--- src/rtl/cnn_layer_accel_pkg.sv ---
// Shared definitions for the CNN layer accelerator job controller.
//   - NumCfgLanesDefault : default number of one-hot config lanes on the quad
//   - WordWidth          : width of job descriptors and config words
//   - job_state_e        : job controller FSM states
//   - lane_width()       : lane-index width for a given lane count (minimum 1 bit)
package cnn_layer_accel_pkg;

    localparam int unsigned NumCfgLanesDefault = 4;
    localparam int unsigned WordWidth          = 128;
    localparam int unsigned JobCountWidth      = 16;

    typedef logic [WordWidth-1:0] word_t;

    typedef enum logic [2:0] {
        StIdle,
        StStart,
        StWaitFetch,
        StCfg,
        StFetchDone,
        StRun,
        StAck
    } job_state_e;

    function automatic int unsigned lane_width(input int unsigned lanes);
        return (lanes > 1) ? $clog2(lanes) : 1;
    endfunction

endpackage

--- src/rtl/cnn_layer_accel_job_ctrl_if.sv ---
// Bundle of all host, config-stream and quad signals of the job controller.
//   master : used by the controller (drives ready/job/config/status outputs)
//   slave  : used by the environment (drives host, config stream and quad responses)
// Host:   host_job_valid/ready, host_job_params
// Stream: cfg_in_valid/ready, cfg_in_data, cfg_in_last
// Quad:   job_start, job_parameters, job_accept, job_fetch_request, job_fetch_ack,
//         job_fetch_complete, job_complete, job_complete_ack,
//         config_valid, config_accept, config_data
// Status: job_done, job_error, job_count
interface cnn_layer_accel_job_ctrl_if #(
    parameter int unsigned NUM_CFG_LANES = cnn_layer_accel_pkg::NumCfgLanesDefault
);
    import cnn_layer_accel_pkg::*;

    logic                     host_job_valid;
    logic                     host_job_ready;
    word_t                    host_job_params;

    logic                     cfg_in_valid;
    logic                     cfg_in_ready;
    word_t                    cfg_in_data;
    logic                     cfg_in_last;

    logic                     job_start;
    word_t                    job_parameters;
    logic                     job_accept;
    logic                     job_fetch_request;
    logic                     job_fetch_ack;
    logic                     job_fetch_complete;
    logic                     job_complete;
    logic                     job_complete_ack;

    logic [NUM_CFG_LANES-1:0] config_valid;
    logic [NUM_CFG_LANES-1:0] config_accept;
    word_t                    config_data;

    logic                     job_done;
    logic                     job_error;
    logic [JobCountWidth-1:0] job_count;

    modport master (
        input  host_job_valid, host_job_params,
        input  cfg_in_valid, cfg_in_data, cfg_in_last,
        input  job_accept, job_fetch_request, job_complete, config_accept,
        output host_job_ready, cfg_in_ready,
        output job_start, job_parameters, job_fetch_ack, job_fetch_complete, job_complete_ack,
        output config_valid, config_data,
        output job_done, job_error, job_count
    );

    modport slave (
        output host_job_valid, host_job_params,
        output cfg_in_valid, cfg_in_data, cfg_in_last,
        output job_accept, job_fetch_request, job_complete, config_accept,
        input  host_job_ready, cfg_in_ready,
        input  job_start, job_parameters, job_fetch_ack, job_fetch_complete, job_complete_ack,
        input  config_valid, config_data,
        input  job_done, job_error, job_count
    );

endinterface

--- src/rtl/cnn_layer_accel_cfg_router.sv ---
// Config word register and lane rotation.
// Holds one config word at a time and presents it on the current lane as a one-hot
// valid until the quad accepts it on that same lane; accepts on other lanes are ignored
// because only the selected valid bit can be matched. The lane advances modulo
// NUM_CFG_LANES on each quad accept and returns to 0 on clear_i.
// Ports:
//   clk_i, rst_i     : clock, asynchronous active-high reset
//   clear_i          : drop any pending word and restart at lane 0
//   load_i           : capture data_i/last_i (only asserted while nothing is pending)
//   accept_i         : per-lane accept from the quad
//   valid_o, data_o  : one-hot lane valid and registered word
//   pending_o        : a word is waiting for the quad
//   last_done_o      : the quad accepted the word tagged last
module cnn_layer_accel_cfg_router
    import cnn_layer_accel_pkg::*;
#(
    parameter int unsigned NUM_CFG_LANES = NumCfgLanesDefault
) (
    input  logic                     clk_i,
    input  logic                     rst_i,
    input  logic                     clear_i,
    input  logic                     load_i,
    input  word_t                    data_i,
    input  logic                     last_i,
    input  logic [NUM_CFG_LANES-1:0] accept_i,
    output logic [NUM_CFG_LANES-1:0] valid_o,
    output word_t                    data_o,
    output logic                     pending_o,
    output logic                     last_done_o
);

    localparam int unsigned LaneW = lane_width(NUM_CFG_LANES);

    logic [LaneW-1:0]         lane_q;
    logic [NUM_CFG_LANES-1:0] valid_q;
    logic [NUM_CFG_LANES-1:0] lane_sel;
    word_t                    data_q;
    logic                     last_q;
    logic                     hit;

    always_comb begin
        lane_sel = '0;
        for (int i = 0; i < NUM_CFG_LANES; i++) begin
            lane_sel[i] = (lane_q == LaneW'(i));
        end
    end

    // valid_q is one-hot on the selected lane, so only that lane's accept can match.
    assign hit = |(valid_q & accept_i);

    always_ff @(posedge clk_i or posedge rst_i) begin
        if (rst_i) begin
            lane_q  <= '0;
            valid_q <= '0;
            data_q  <= '0;
            last_q  <= 1'b0;
        end else if (clear_i) begin
            lane_q  <= '0;
            valid_q <= '0;
            last_q  <= 1'b0;
        end else if (load_i) begin
            data_q  <= data_i;
            last_q  <= last_i;
            valid_q <= lane_sel;
        end else if (hit) begin
            valid_q <= '0;
            lane_q  <= (lane_q == LaneW'(NUM_CFG_LANES - 1)) ? '0 : lane_q + LaneW'(1);
        end
    end

    assign valid_o     = valid_q;
    assign data_o      = data_q;
    assign pending_o   = |valid_q;
    assign last_done_o = hit && last_q;

endmodule

--- src/rtl/cnn_layer_accel_job_ctrl.sv ---
// Job controller between a host job queue, a config word stream and one compute quad.
// Sequence per job: accept descriptor, start the quad, acknowledge its fetch request,
// stream config words round-robin over the config lanes, signal fetch complete, wait
// for job completion, acknowledge it, then pulse job_done and count the job.
// Ports:
//   clk_if : sole clock, rising edge
//   rst    : asynchronous active-high reset; abandons any job without a done/error pulse
//   bus    : cnn_layer_accel_job_ctrl_if.master (host, config stream, quad and status)
// Optional build macro CNN_JOB_CTRL_TIMEOUT_EN: watchdog over START, WAIT_FETCH, CFG and
// RUN; after TIMEOUT_CYCLES cycles in one state the job is dropped and job_error pulses.
// Without it job_error is tied low and every state waits indefinitely.
module cnn_layer_accel_job_ctrl
    import cnn_layer_accel_pkg::*;
#(
    parameter int unsigned NUM_CFG_LANES  = NumCfgLanesDefault,
    parameter int unsigned TIMEOUT_CYCLES = 65535
) (
    input logic                         clk_if,
    input logic                         rst,
    cnn_layer_accel_job_ctrl_if.master  bus
);

    if (TIMEOUT_CYCLES == 0 || NUM_CFG_LANES == 0) begin : g_param_check
        $error("cnn_layer_accel_job_ctrl: TIMEOUT_CYCLES and NUM_CFG_LANES must be non-zero");
    end

    job_state_e               state_q;
    logic                     host_job_ready_q;
    logic                     job_start_q;
    word_t                    job_parameters_q;
    logic                     job_fetch_ack_q;
    logic                     job_fetch_complete_q;
    logic                     job_complete_ack_q;
    logic                     job_done_q;
    logic [JobCountWidth-1:0] job_count_q;

    logic job_take;
    logic cfg_rdy;
    logic cfg_load;
    logic cfg_pending;
    logic cfg_last_done;
    logic cfg_clear;
    logic abort;

    assign job_take = (state_q == StIdle) && host_job_ready_q && bus.host_job_valid;
    assign cfg_rdy  = (state_q == StCfg) && !cfg_pending;
    assign cfg_load = cfg_rdy && bus.cfg_in_valid;
    // Lane restarts at 0 for every job; an aborted job drops its pending word.
    assign cfg_clear = job_take || abort;

    cnn_layer_accel_cfg_router #(
        .NUM_CFG_LANES (NUM_CFG_LANES)
    ) u_cfg_router (
        .clk_i       (clk_if),
        .rst_i       (rst),
        .clear_i     (cfg_clear),
        .load_i      (cfg_load),
        .data_i      (bus.cfg_in_data),
        .last_i      (bus.cfg_in_last),
        .accept_i    (bus.config_accept),
        .valid_o     (bus.config_valid),
        .data_o      (bus.config_data),
        .pending_o   (cfg_pending),
        .last_done_o (cfg_last_done)
    );

`ifdef CNN_JOB_CTRL_TIMEOUT_EN
    logic [31:0] tmo_q;
    logic        counting;
    logic        advance;
    logic        job_error_q;

    assign counting = (state_q == StStart) || (state_q == StWaitFetch) ||
                      (state_q == StCfg)   || (state_q == StRun);

    // Leaving state this cycle; the counter restarts in the next state.
    always_comb begin
        advance = 1'b0;
        unique case (state_q)
            StStart:     advance = bus.job_accept;
            StWaitFetch: advance = bus.job_fetch_request;
            StCfg:       advance = cfg_last_done;
            StRun:       advance = bus.job_complete;
            default:     advance = 1'b0;
        endcase
    end

    assign abort = counting && !advance && (tmo_q == 32'(TIMEOUT_CYCLES - 1));

    always_ff @(posedge clk_if or posedge rst) begin
        if (rst) begin
            tmo_q       <= '0;
            job_error_q <= 1'b0;
        end else begin
            job_error_q <= abort;
            if (!counting || advance || abort) begin
                tmo_q <= '0;
            end else begin
                tmo_q <= tmo_q + 32'd1;
            end
        end
    end

    assign bus.job_error = job_error_q;
`else
    assign abort         = 1'b0;
    assign bus.job_error = 1'b0;
`endif

    always_ff @(posedge clk_if or posedge rst) begin
        if (rst) begin
            state_q              <= StIdle;
            host_job_ready_q     <= 1'b0;
            job_start_q          <= 1'b0;
            job_parameters_q     <= '0;
            job_fetch_ack_q      <= 1'b0;
            job_fetch_complete_q <= 1'b0;
            job_complete_ack_q   <= 1'b0;
            job_done_q           <= 1'b0;
            job_count_q          <= '0;
        end else begin
            job_fetch_ack_q      <= 1'b0;
            job_fetch_complete_q <= 1'b0;
            job_done_q           <= 1'b0;
            if (abort) begin
                state_q            <= StIdle;
                host_job_ready_q   <= 1'b0;
                job_start_q        <= 1'b0;
                job_complete_ack_q <= 1'b0;
            end else begin
                unique case (state_q)
                    StIdle: begin
                        // Ready is registered, so it stays low in the job_done cycle.
                        if (job_take) begin
                            job_parameters_q <= bus.host_job_params;
                            job_start_q      <= 1'b1;
                            host_job_ready_q <= 1'b0;
                            state_q          <= StStart;
                        end else begin
                            host_job_ready_q <= 1'b1;
                        end
                    end
                    StStart: begin
                        if (bus.job_accept) begin
                            job_start_q <= 1'b0;
                            state_q     <= StWaitFetch;
                        end
                    end
                    StWaitFetch: begin
                        if (bus.job_fetch_request) begin
                            job_fetch_ack_q <= 1'b1;
                            state_q         <= StCfg;
                        end
                    end
                    StCfg: begin
                        if (cfg_last_done) begin
                            job_fetch_complete_q <= 1'b1;
                            state_q              <= StFetchDone;
                        end
                    end
                    StFetchDone: begin
                        state_q <= StRun;
                    end
                    StRun: begin
                        if (bus.job_complete) begin
                            job_complete_ack_q <= 1'b1;
                            state_q            <= StAck;
                        end
                    end
                    StAck: begin
                        if (!bus.job_complete) begin
                            job_complete_ack_q <= 1'b0;
                            job_done_q         <= 1'b1;
                            job_count_q        <= job_count_q + JobCountWidth'(1);
                            state_q            <= StIdle;
                        end
                    end
                    default: begin
                        state_q <= StIdle;
                    end
                endcase
            end
        end
    end

    assign bus.host_job_ready     = host_job_ready_q;
    assign bus.cfg_in_ready       = cfg_rdy;
    assign bus.job_start          = job_start_q;
    assign bus.job_parameters     = job_parameters_q;
    assign bus.job_fetch_ack      = job_fetch_ack_q;
    assign bus.job_fetch_complete = job_fetch_complete_q;
    assign bus.job_complete_ack   = job_complete_ack_q;
    assign bus.job_done           = job_done_q;
    assign bus.job_count          = job_count_q;

endmodule

--- src/flat_wrapper.sv ---
// flat-port wrapper written by rule: the top's interface ports become plain ports
module cnn_layer_accel_job_ctrl_flat import cnn_layer_accel_pkg::*;
#(
    parameter int unsigned NUM_CFG_LANES  = NumCfgLanesDefault,
    parameter int unsigned TIMEOUT_CYCLES = 65535
)
  (clk_if, rst, bus_host_job_valid, bus_host_job_params, bus_cfg_in_valid, bus_cfg_in_data, bus_cfg_in_last, bus_job_accept, bus_job_fetch_request, bus_job_complete, bus_config_accept, bus_host_job_ready, bus_cfg_in_ready, bus_job_start, bus_job_parameters, bus_job_fetch_ack, bus_job_fetch_complete, bus_job_complete_ack, bus_config_valid, bus_config_data, bus_job_done, bus_job_error, bus_job_count);
  cnn_layer_accel_job_ctrl_if #(.NUM_CFG_LANES(NUM_CFG_LANES)) bus_i ();
  input logic clk_if;
  input logic rst;
  input wire logic [$bits(bus_i.host_job_valid)-1:0] bus_host_job_valid;
  input wire logic [$bits(bus_i.host_job_params)-1:0] bus_host_job_params;
  input wire logic [$bits(bus_i.cfg_in_valid)-1:0] bus_cfg_in_valid;
  input wire logic [$bits(bus_i.cfg_in_data)-1:0] bus_cfg_in_data;
  input wire logic [$bits(bus_i.cfg_in_last)-1:0] bus_cfg_in_last;
  input wire logic [$bits(bus_i.job_accept)-1:0] bus_job_accept;
  input wire logic [$bits(bus_i.job_fetch_request)-1:0] bus_job_fetch_request;
  input wire logic [$bits(bus_i.job_complete)-1:0] bus_job_complete;
  input wire logic [$bits(bus_i.config_accept)-1:0] bus_config_accept;
  output wire logic [$bits(bus_i.host_job_ready)-1:0] bus_host_job_ready;
  output wire logic [$bits(bus_i.cfg_in_ready)-1:0] bus_cfg_in_ready;
  output wire logic [$bits(bus_i.job_start)-1:0] bus_job_start;
  output wire logic [$bits(bus_i.job_parameters)-1:0] bus_job_parameters;
  output wire logic [$bits(bus_i.job_fetch_ack)-1:0] bus_job_fetch_ack;
  output wire logic [$bits(bus_i.job_fetch_complete)-1:0] bus_job_fetch_complete;
  output wire logic [$bits(bus_i.job_complete_ack)-1:0] bus_job_complete_ack;
  output wire logic [$bits(bus_i.config_valid)-1:0] bus_config_valid;
  output wire logic [$bits(bus_i.config_data)-1:0] bus_config_data;
  output wire logic [$bits(bus_i.job_done)-1:0] bus_job_done;
  output wire logic [$bits(bus_i.job_error)-1:0] bus_job_error;
  output wire logic [$bits(bus_i.job_count)-1:0] bus_job_count;
  assign bus_i.host_job_valid = bus_host_job_valid;
  assign bus_i.host_job_params = bus_host_job_params;
  assign bus_i.cfg_in_valid = bus_cfg_in_valid;
  assign bus_i.cfg_in_data = bus_cfg_in_data;
  assign bus_i.cfg_in_last = bus_cfg_in_last;
  assign bus_i.job_accept = bus_job_accept;
  assign bus_i.job_fetch_request = bus_job_fetch_request;
  assign bus_i.job_complete = bus_job_complete;
  assign bus_i.config_accept = bus_config_accept;
  assign bus_host_job_ready = bus_i.host_job_ready;
  assign bus_cfg_in_ready = bus_i.cfg_in_ready;
  assign bus_job_start = bus_i.job_start;
  assign bus_job_parameters = bus_i.job_parameters;
  assign bus_job_fetch_ack = bus_i.job_fetch_ack;
  assign bus_job_fetch_complete = bus_i.job_fetch_complete;
  assign bus_job_complete_ack = bus_i.job_complete_ack;
  assign bus_config_valid = bus_i.config_valid;
  assign bus_config_data = bus_i.config_data;
  assign bus_job_done = bus_i.job_done;
  assign bus_job_error = bus_i.job_error;
  assign bus_job_count = bus_i.job_count;
  cnn_layer_accel_job_ctrl #(.NUM_CFG_LANES(NUM_CFG_LANES), .TIMEOUT_CYCLES(TIMEOUT_CYCLES)) u_core (.clk_if(clk_if), .rst(rst), .bus(bus_i));
endmodule
--- config.mk ---
export PLATFORM = sky130hd
export DESIGN_NAME = cnn_layer_accel_job_ctrl_flat
export DESIGN_NICKNAME = d
export VERILOG_FILES = /design/src/rtl/cnn_layer_accel_pkg.sv /design/src/rtl/cnn_layer_accel_job_ctrl_if.sv /design/src/rtl/cnn_layer_accel_cfg_router.sv /design/src/rtl/cnn_layer_accel_job_ctrl.sv /design/src/flat_wrapper.sv
export SDC_FILE = /design/constraint.sdc
export NUM_CORES = 1
export LEC_CHECK = 0
export CAP_MARGIN = 0
export CORE_AREA = 2 2 216 218
export CTS_BUF_LIST = sky130_fd_sc_hd__clkbuf_16
export CTS_CLUSTER_DIAMETER = 50
export CTS_CLUSTER_SIZE = 20
export DETAILED_ROUTE_END_ITERATION = 10
export DIE_AREA = 0 0 218 220
export DONT_BUFFER_PORTS = 1
export GPL_TIMING_DRIVEN = 0
export PLACE_DENSITY = 0.43
export SYNTH_ARGS = -nofsm -noshare
export SYNTH_HDL_FRONTEND = slang
export SYNTH_HIERARCHICAL = 1
export SYNTH_SLANG_ARGS = --single-unit
--- constraint.sdc ---
create_clock -name clk_if -period 9 [get_ports clk_if]
set_input_delay 1.35 -clock clk_if [delete_from_list [all_inputs] [get_ports clk_if]]
set_output_delay 1.35 -clock clk_if [all_outputs]
set_load 0.01 [all_outputs]
# After elaboration in Yosys (flattened, before gate mapping)
# Index checks and enable logic that the tools add are counted.
[word_totals]
wordCells = 85
input_bits = 268
out_inout_bits = 284
latchBits = 0
ramBits = 0
memories = 0
ff_bits = 288
mem_bits_ro = 0
[op_classes]
muxes = 29
multipliers = 0
eq_ne = 16
bitwise_logic = 3
n_addsub = 2
reduce_logical = 22
div_mod_pow = 0
magnitude_cmp = 0
shifts = 0
[op_table]
columns = ["op", "n"]
rows = [
  ["$pmux 3 s7", 1],
  ["$mux 3", 6],
  ["$add 16x1->16 const B", 1],
  ["$mux 1", 13],
  ["$mux 4", 3],
  ["$ne 2x2->1 const B", 5],
  ["$eq 3x3->1 const B", 3],
  ["$mux 2", 4],
  ["$reduce_and 2->1", 4],
  ["$reduce_bool 2->1", 4],
  ["$reduce_or 4->1", 2],
  ["$eq 3x2->1 const B", 2],
  ["$reduce_and 3->1", 2],
  ["$reduce_and 6->1", 1],
  ["$logic_and 1x1->1", 5],
  ["$and 4x4->4", 1],
  ["$eq 2x2->1 const B", 2],
  ["$ne 2x1->1 const B", 2],
  ["$pmux 1 s2", 2],
  ["$eq 3x1->1 const B", 1],
  ["$logic_not 3->1", 1],
  ["$reduce_bool 3->1", 1],
  ["$add 2x1->2 const B", 1],
  ["$eq 2x1->1 const B", 1],
  ["other kinds (3)", 4],
]

# Depth between registers and ports, before layout
# Gate-level depths: netlist of run 1.
[depth]
depth_word = 6
ltp_mapped = 9
ltp_nobuf = 5

# By module
# Netlist of run 1, hierarchy kept.
[by_module_without_submodules]
columns = ["module", "n_inst", "seq_area_each_um2", "area_each_um2", "cells_each"]
rows = [
  ["cnn_layer_accel_job_ctrl", 1, 3828.7, 6442.4, 383],
  ["cnn_layer_accel_cfg_router", 1, 3378.2, 5710.5, 312],
]

# Worst setup path before layout of run 1
# No wires, ideal clock.
[synth_path]
path_type = "input to register"
startpoint = "input port bus_host_job_valid"
endpoint = "register u_core.u_cfg_router.data_q[0] (netlist: u_core/u_cfg_router/data_o[0])"
stages = 8
path_slack_ps = 6212
required_time_ps = 8875
setup_time_ps = 125
path_buffers = 4
arrival_time_ps = 2663
path_cell_list = "nand2_1 -> and2b_4 -> buf_4 -> buf_6 -> nor2b_4 -> buf_12 -> buf_12 -> mux2_4"
[synth_between]
elab_chain_cells = 3
[synth_rtl]
columns = ["item", "line_no", "text"]
rows = [
  ["from (decl)", "flat_wrapper.sv:11", "input wire logic [$bits(bus_i.host_job_valid)-1:0] bus_host_job_valid;"],
  ["$logic_and 1x1->1", "cnn_layer_accel_job_ctrl.sv:45", "assign job_take = (state_q == StIdle) && host_job_ready_q && bus.host_job_valid;"],
  ["named net u_core.cfg_clear", "cnn_layer_accel_job_ctrl.sv:42", "logic cfg_clear;"],
  ["$not 1->1 (no line)", "--", ""],
  ["$reduce_and 2->1 (no line)", "--", ""],
  ["to (signal assigned)", "cnn_layer_accel_cfg_router.sv:62", "data_q <= data_i;"],
  ["to (decl)", "cnn_layer_accel_cfg_router.sv:37", "word_t data_q;"],
]
# The timed path passes the listed nets, and every way through them passes these cells.
# A chain may end at the register's enable or synchronous reset.

# Worst setup path in the final report of run 1
[layout_path]
startpoint = "register u_core.u_cfg_router.valid_q[1] (netlist: u_core/u_cfg_router/valid_o[1])"
endpoint = "output port bus_cfg_in_ready"
[layout_between]
elab_chain_cells = 3
[layout_rtl]
columns = ["item", "line_no", "text"]
rows = [
  ["from (decl)", "cnn_layer_accel_cfg_router.sv:35", "logic [NUM_CFG_LANES-1:0] valid_q;"],
  ["from (signal assigned)", "cnn_layer_accel_cfg_router.sv:64", "valid_q <= lane_sel;"],
  ["$reduce_or 4->1", "cnn_layer_accel_cfg_router.sv:73", "assign pending_o = |valid_q;"],
  ["named net u_core.cfg_pending", "cnn_layer_accel_job_ctrl.sv:40", "logic cfg_pending;"],
  ["$logic_not 1->1", "cnn_layer_accel_job_ctrl.sv:46", "assign cfg_rdy = (state_q == StCfg) && !cfg_pending;"],
  ["$logic_and 1x1->1", "cnn_layer_accel_job_ctrl.sv:46", ""],
  ["to (decl)", "flat_wrapper.sv:21", "output wire logic [$bits(bus_i.cfg_in_ready)-1:0] bus_cfg_in_ready;"],
]
# The timed path passes the listed nets, and every way through them passes these cells.

==> impl_metrics.csv, run 1 <==
group,metric,value,unit
sta,fmax,286,MHz
routing,num_vias,5863,
synth,yosysMostFrequentCell,"dfrtp_1",
cts,post-cts-setup-buffers,0,
synth,synth_edf_count,0,
critical_path,start_kind,"flop",
synth,avgSynthCellArea,17.5,sq um
critical_path,r2r_setup_slack,6120,ps
routing,remaining_drc_errors,0,
critical_path,slowest_stage,"nor3_1",
power_and_ir_drop,p_per_area,401,nW/um^2
critical_path,rr_endpoint,"u_core/u_cfg_router/data_o[36]",
synth,ys_seq_area_frac,0.593,
cts,numCtsBuffers,41,
sta,final.setup_skew,22.3,ps
synth,yosys_warnings,6,
synth,synth_common_cells,"dfrtp_1, mux2_4, mux2_1, mux2_2, buf_12",
cts,clock_latency,550,ps
cells_and_area,fill_cells,4512,
critical_path,regToRegStartpoint,"u_core/u_cfg_router/valid_o[1]",
global_routing,grt_max_degree,118,
sta,rsz0062_at_grt,"no",
synth,yosysTopAreaCell,"dfrtp_1",
routing,drt-initial-drc-count,357,
cells_and_area,multi_input_area,4370,sq um
floorplan,dieHeight,220,microns
power_and_ir_drop,p_total,5.76,mW
synth,postSynthNetCount,968,
global_routing,grt_usage,0.127,
global_routing,grt_pass1_vias,6359,
sta,tightest_slew,655,ps
cts,cts_resized,0,
cts,clockBufferDepth,3,
cts,cts_tree,"done",
critical_path,cp_cell_sequence,"or4_1 > nor3_1",
global_routing,grt_pass1_wl,44800,microns
synth,synth-seq-cells,288,
critical_path,cp_data_required_time,7650,ps
status,outcome,"completed",
critical_path,endpoint,"bus_cfg_in_ready",
placement,io_buffer_count,0,
synth,yosys-top-cells-area,"dfrtp_1, mux2_4, buf_12",
sta,fin_ws,5510,ps
critical_path,cp_max_fo,4,
sta,relSlewSlack,0.560,
critical_path,cp-startpoint,"u_core/u_cfg_router/valid_o[1]",
floorplan,pin_count,552,
power_and_ir_drop,ir_drop,173,uV
power_and_ir_drop,power_leakage,6.38,nW
routing,drt_pre_antenna_iters,4,
cts,clk_pin_slew_worst_paths,50,ps
placement,post-place-ws,5970,ps
floorplan,core,45900,sq um
synth,syn_area,12200,sq um
cts,htree_levels,2,
placement,gp_congestion,0.744,
critical_path,path_class,"flop to primary output",
cells_and_area,seqCellArea,7210,sq um
global_routing,grt_overflow_total,0,
critical_path,cp-end-kind,"primary output",
sta,fin_crit_sh,0.388,
floorplan,initial_core_util,0.265,
cells_and_area,nNetsFinal,1013,
routing,viasPerCell,4.24,
placement,dp.final_hpwl,24300,microns
sta,finalCriticalPeriod,3490,ps
synth,syn_inst,695,
cts,cts_root_buf,"clkbuf_16",
global_routing,antenna_found_initial,2,
cells_and_area,syn_to_final_growth,18.4,%
critical_path,reg2reg_depth,7,
synth,synthDistinctLibCells,41,
routing,drt-total-wl,31900,microns
floorplan,fp.dieArea,48000,sq um
critical_path,crit_arrival,2140,ps
cts,clock_sinks,288,
synth,async_flop_share,1.00,
cts,ctsHoldBuffers,0,
flow_run,drv_cap,0,
routing,drtAntennaViolNets,0,
sta,fin_setup_tns,0,ps
min_path,hold_class,"flop to flop",
critical_path,critical-path-max-stage-delay,560,ps
min_path,hold_path_depth,2,
synth,yosys_most_used_dff,"dfrtp_1",
sta,finalHoldViolCount,0,
floorplan,chipWidth,218,microns
cells_and_area,drive_above_1_share,0.448,
floorplan,rows,79,
sta,setup_viol,0,
routing,post_drt_wl_per_cell,23.1,microns
sta,drv_slew,0,
synth,synth_top_area_frac,0.593,
==> logic make-up (layout without fill, tap and decap cells) <==
group                      after synthesis  after routing  synth area share
muxes                                  259            259             0.302
other                                    1              3          0.000309
DFF                                    288            288             0.593
xor gates and xnor gates                15             15            0.0108
buffers and inverters                   42            120            0.0475
AOI/OAI and AO/OA                       21             21            0.0111
and+or+nand+nor                         64             64            0.0306
adders and majority gates                5              5           0.00515
==> worst min-delay path by stage <==
stage	startpoint	to	slack, ps
final	u_core/u_cfg_router/last_q	u_core/u_cfg_router/last_q	530
after global routing	u_core/u_cfg_router/last_q	u_core/u_cfg_router/last_q	560
after CTS	u_core/u_cfg_router/last_q	u_core/u_cfg_router/last_q	530
after detailed placement	u_core/u_cfg_router/last_q	u_core/u_cfg_router/last_q	520
after global placement	u_core/u_cfg_router/last_q	u_core/u_cfg_router/last_q	530
after floorplan	u_core/u_cfg_router/last_q	u_core/u_cfg_router/last_q	480
==> where the power goes <==
part	switching (mW)	leakage [nW]	internal [mW]
Clock	0.664	0.688	0.958
Combinational	0.437	2.19	0.989
Sequential	0.811	3.50	1.91
==> worst max-delay path, delay by kind of cell, from the launching register on <==
family,cells,cell delay [ps]
simple gates,2,1110
flops,1,490
==> cells in the final DEF (no fill, tap or decap), drive strengths merged, types with 3 or more instances in the layout <==
cell type,count
dfrtp,288
mux2,257
clkbuf,44
buf,35
inv,21
nand2,17
clkinv,15
xnor2,13
nor2,11
nand3,9
a21oi,7
nor3,7
o21ai,6
ha,5
nand2b,4
nand4b,4
clkinvlp,3
nand4,3
==> per-stage QoR <==
step                      instances  utilization  cell area [sq um]  hold slack, ps
after CTS                      1380        0.314              14400             534
after detailed placement       1304        0.283              13000             521
final                          1382        0.314              14400             527
after global placement         1302        0.282              12900             532
after global routing           1381        0.314              14400             557
after floorplan                 695            -              12200             480
==> state kept, by name, summed over array words and instances (netlist names) <==
| signal | cells |
|---|---|
| u_core/bus.job_fetch_complete | 1 |
| u_core/u_cfg_router/lane_q | 2 |
| u_core/bus.host_job_ready | 1 |
| u_core/state_q | 3 |
| u_core/bus.job_complete_ack | 1 |
| u_core/u_cfg_router/valid_o | 4 |
| u_core/bus.job_count | 16 |
| u_core/u_cfg_router/last_q | 1 |
| u_core/bus.job_start | 1 |
| u_core/bus.job_parameters | 128 |
| u_core/bus.job_fetch_ack | 1 |
| u_core/u_cfg_router/data_o | 128 |
| u_core/bus.job_done | 1 |
==> layer usage <==
metal  part of all wire  wire length, microns  up-vias  global-route usage
met5                  0                     0        -                   0
met4              0.024                   781        0              0.0431
met3               0.11                  3630       51              0.0569
met2               0.51                 16200      330               0.218
met1               0.35                 11300     2957               0.139
li1                   -                     -     2525                   -
==> layout make-up <==
| type | count | share of cell area |
|---|---|---|
| Clock buffer | 43 | 0.0748 |
| Multi-Input combinational cell | 365 | 0.304 |
| Clock inverter | 33 | 0.0226 |
| Buffer | 34 | 0.0380 |
| Timing Repair Buffer | 2 | 0.00383 |
| Sequential cell | 288 | 0.501 |
| Inverter | 8 | 0.00296 |
| Antenna cell | 2 | 0.000348 |
| Tap cell | 607 | 0.0528 |
Power figures use the tool's default switching activity.
==> run 2, diff against run 1 <==
- CORE_AREA: 2 2 216 218 -> 2 2 212 214
- DIE_AREA: 0 0 218 220 -> 0 0 214 216
- PLACE_DENSITY: 0.43 -> 0.46
- clock period: 9 -> 3.1 ns (I/O delays scaled with it)
==> run 2 against run 1 <==
Compared with the run above: worst hold slack worse by 470 ps; sequential cell count unchanged; clock-buffer cell count down 4; critical path depth rose by 5; global-route usage grew 1.0 points; total power rose to 2.8 times the previous value; first-iteration DRC count is 5.3% higher; sequential share of layout area rose by 0.21 points; cell count decreased by 1.2%; critical path type is now flop to flop; critical endpoint is now u_core/u_cfg_router/data_o[40]; largest cell class unchanged; largest power group unchanged; highest routed layer unchanged.
==> impl_metrics.csv, run 2 (synthesis gave the netlist of run 1 again) <==
group,metric,value,unit
critical_path,slowest_stage,"or4_1",
cells_and_area,drive_above_1_share,0.442,
cells_and_area,final_cell_mix,"dfrtp_1, mux2_4, clkbuf_16, buf_12, mux2_1",
cells_and_area,fin_util,0.327,
cts,cts_tree,"done",
cells_and_area,fill_cells,4262,
cts,clock_sinks,288,
critical_path,start_kind,"flop",
cts,htree_levels,2,
routing,post_drt_wl_per_cell,23.9,microns
cts,clockBufferDepth,3,
cells_and_area,nNetsFinal,1016,
routing,remaining_drc_errors,0,
sta,fin_crit_sh,0.918,
min_path,hold_class,"primary input to flop",
critical_path,cp_max_fo,10,
cells_and_area,seqCellArea,7210,sq um
status,outcome,"completed",
floorplan,pin_count,552,
critical_path,cp-end-kind,"flop",
cells_and_area,syn_to_final_growth,17.9,%
cts,numCtsBuffers,37,
sta,fin_ws,255,ps
sta,tightest_slew,646,ps
floorplan,fp.dieArea,46200,sq um
cts,clk_pin_slew_worst_paths,70,ps
routing,viasPerCell,4.33,
global_routing,grt_max_degree,42,
routing,drtAntennaViolNets,0,
floorplan,dieHeight,216,microns
sta,rsz0062_at_grt,"no",
critical_path,cp_data_required_time,3510,ps
global_routing,antenna_found_initial,3,
global_routing,grt_usage,0.137,
sta,relSlewSlack,0.568,
placement,gp_congestion,0.787,
sta,finalHoldViolCount,0,
placement,dp.final_hpwl,25100,microns
sta,finalCriticalPeriod,2850,ps
floorplan,initial_core_util,0.277,
cts,cts_resized,0,
floorplan,chipWidth,214,microns
cells_and_area,multi_input_area,4370,sq um
sta,final.setup_skew,16.5,ps
routing,num_vias,5914,
global_routing,grt_pass1_vias,6530,
critical_path,regToRegStartpoint,"u_core/u_cfg_router/valid_o[0]",
cts,clock_latency,530,ps
power_and_ir_drop,ir_drop,452,uV
sta,drv_slew,0,
sta,fmax,351,MHz
critical_path,critical-path-max-stage-delay,590,ps
min_path,hold_path_depth,1,
routing,drt-initial-drc-count,376,
critical_path,reg2reg_depth,7,
critical_path,cp-startpoint,"u_core/u_cfg_router/valid_o[0]",
critical_path,crit_top_cell,"buf_6",
sta,setup_viol,0,
cts,post-cts-setup-buffers,0,
critical_path,cp_num_cells,7,
cells_and_area,final_common_cell,"dfrtp_1",
power_and_ir_drop,p_per_area,1140,nW/um^2
critical_path,cp_cell_sequence,"or4_1 > nor3_1 > and2_1 > nor2b_4 > buf_6 > buf_6 > mux2_1",
placement,post-place-ws,214,ps
floorplan,core,43800,sq um
routing,drt_pre_antenna_iters,4,
flow_run,drv_cap,0,
power_and_ir_drop,power_leakage,6.35,nW
critical_path,path_class,"flop to flop",
cts,ctsHoldBuffers,1,
placement,io_buffer_count,0,
global_routing,grt_overflow_total,0,
floorplan,rows,77,
min_path,min_from,"bus_cfg_in_data[51]",
global_routing,grt_pass1_wl,46600,microns
routing,drt-total-wl,32600,microns
critical_path,path_buf_inv,2,
cts,cts_root_buf,"clkbuf_16",
critical_path,crit_arrival,3260,ps
critical_path,path_delay_family,"simple AND/OR/NAND/NOR gates",
run 2: cell count changes in the layout (fill, tap and decap cells not counted), sizes merged:
cell         before  now
buf              35   41
clkbuf           44   40
clkinv           15    8
clkinvlp          3    5
diode             2    3
dlygate4sd3       0    1
inv              21   20
run 2: worst paths after layout:
path,endpoint,slack (ps)
max,u_core/u_cfg_router/data_o[40],250
min,u_core/u_cfg_router/data_o[51],60
max reg2reg,u_core/u_cfg_router/data_o[40],250
min reg2reg,u_core/u_cfg_router/last_q,540
max in group asynchronous,u_core/bus.job_parameters[79],1670
min in group asynchronous,u_core/bus.job_count[11],450
run 2: layout make-up:
| class | count | area share |
|---|---|---|
| diodes | 3 | 0.000524 |
| well taps | 592 | 0.0517 |
| plain buffers | 34 | 0.0382 |
| clock inverters | 27 | 0.0190 |
| flip-flops and latches | 288 | 0.503 |
| repair buffers | 9 | 0.0119 |
| inverters | 8 | 0.00262 |
| multi-input cells | 365 | 0.305 |
| clock buffers | 39 | 0.0681 |
run 2: worst reg2reg max path, stage by stage, from the launching register on:
cell     delay (ps)
dfrtp_1         470
or4_1           590
nor3_1          490
and2_1          240
nor2b_4         210
buf_6           200
buf_6           180
mux2_1          340
run 2: routing by layer:
layer	up-vias	wire length [microns]	GRT usage	share of wire
met1	2971	11400	0.140	0.35
met2	357	16700	0.240	0.51
li1	2536	-	-	-
met4	0	1030	0.0676	0.032
met3	50	3490	0.0593	0.11
met5	-	0	0	0
run 2: metrics by stage:
| stage | cells | TNS, ps | hold slack (ps) | area [sq um] | total power, mW |
|---|---|---|---|---|---|
| floorplan | 695 | 0 | 480 | 12200 | 11.0 |
| global placement | 1287 | -61290 | 509 | 12900 | 12.1 |
| CTS | 1362 | 0 | 13.5 | 14300 | 16.6 |
| finish | 1365 | 0 | 58.6 | 14300 | 16.4 |
| detailed placement | 1295 | 0 | 329 | 13100 | 12.2 |
| global route | 1365 | 0 | 20.7 | 14300 | 17.2 |
run 2: power breakdown:
part / total [mW] / switching [mW] / internal, mW
clock: 4.32 / 1.79 / 2.53
sequential: 7.90 / 2.37 / 5.53
combinational: 4.16 / 1.28 / 2.88
total: 16.4 / 5.44 / 10.9
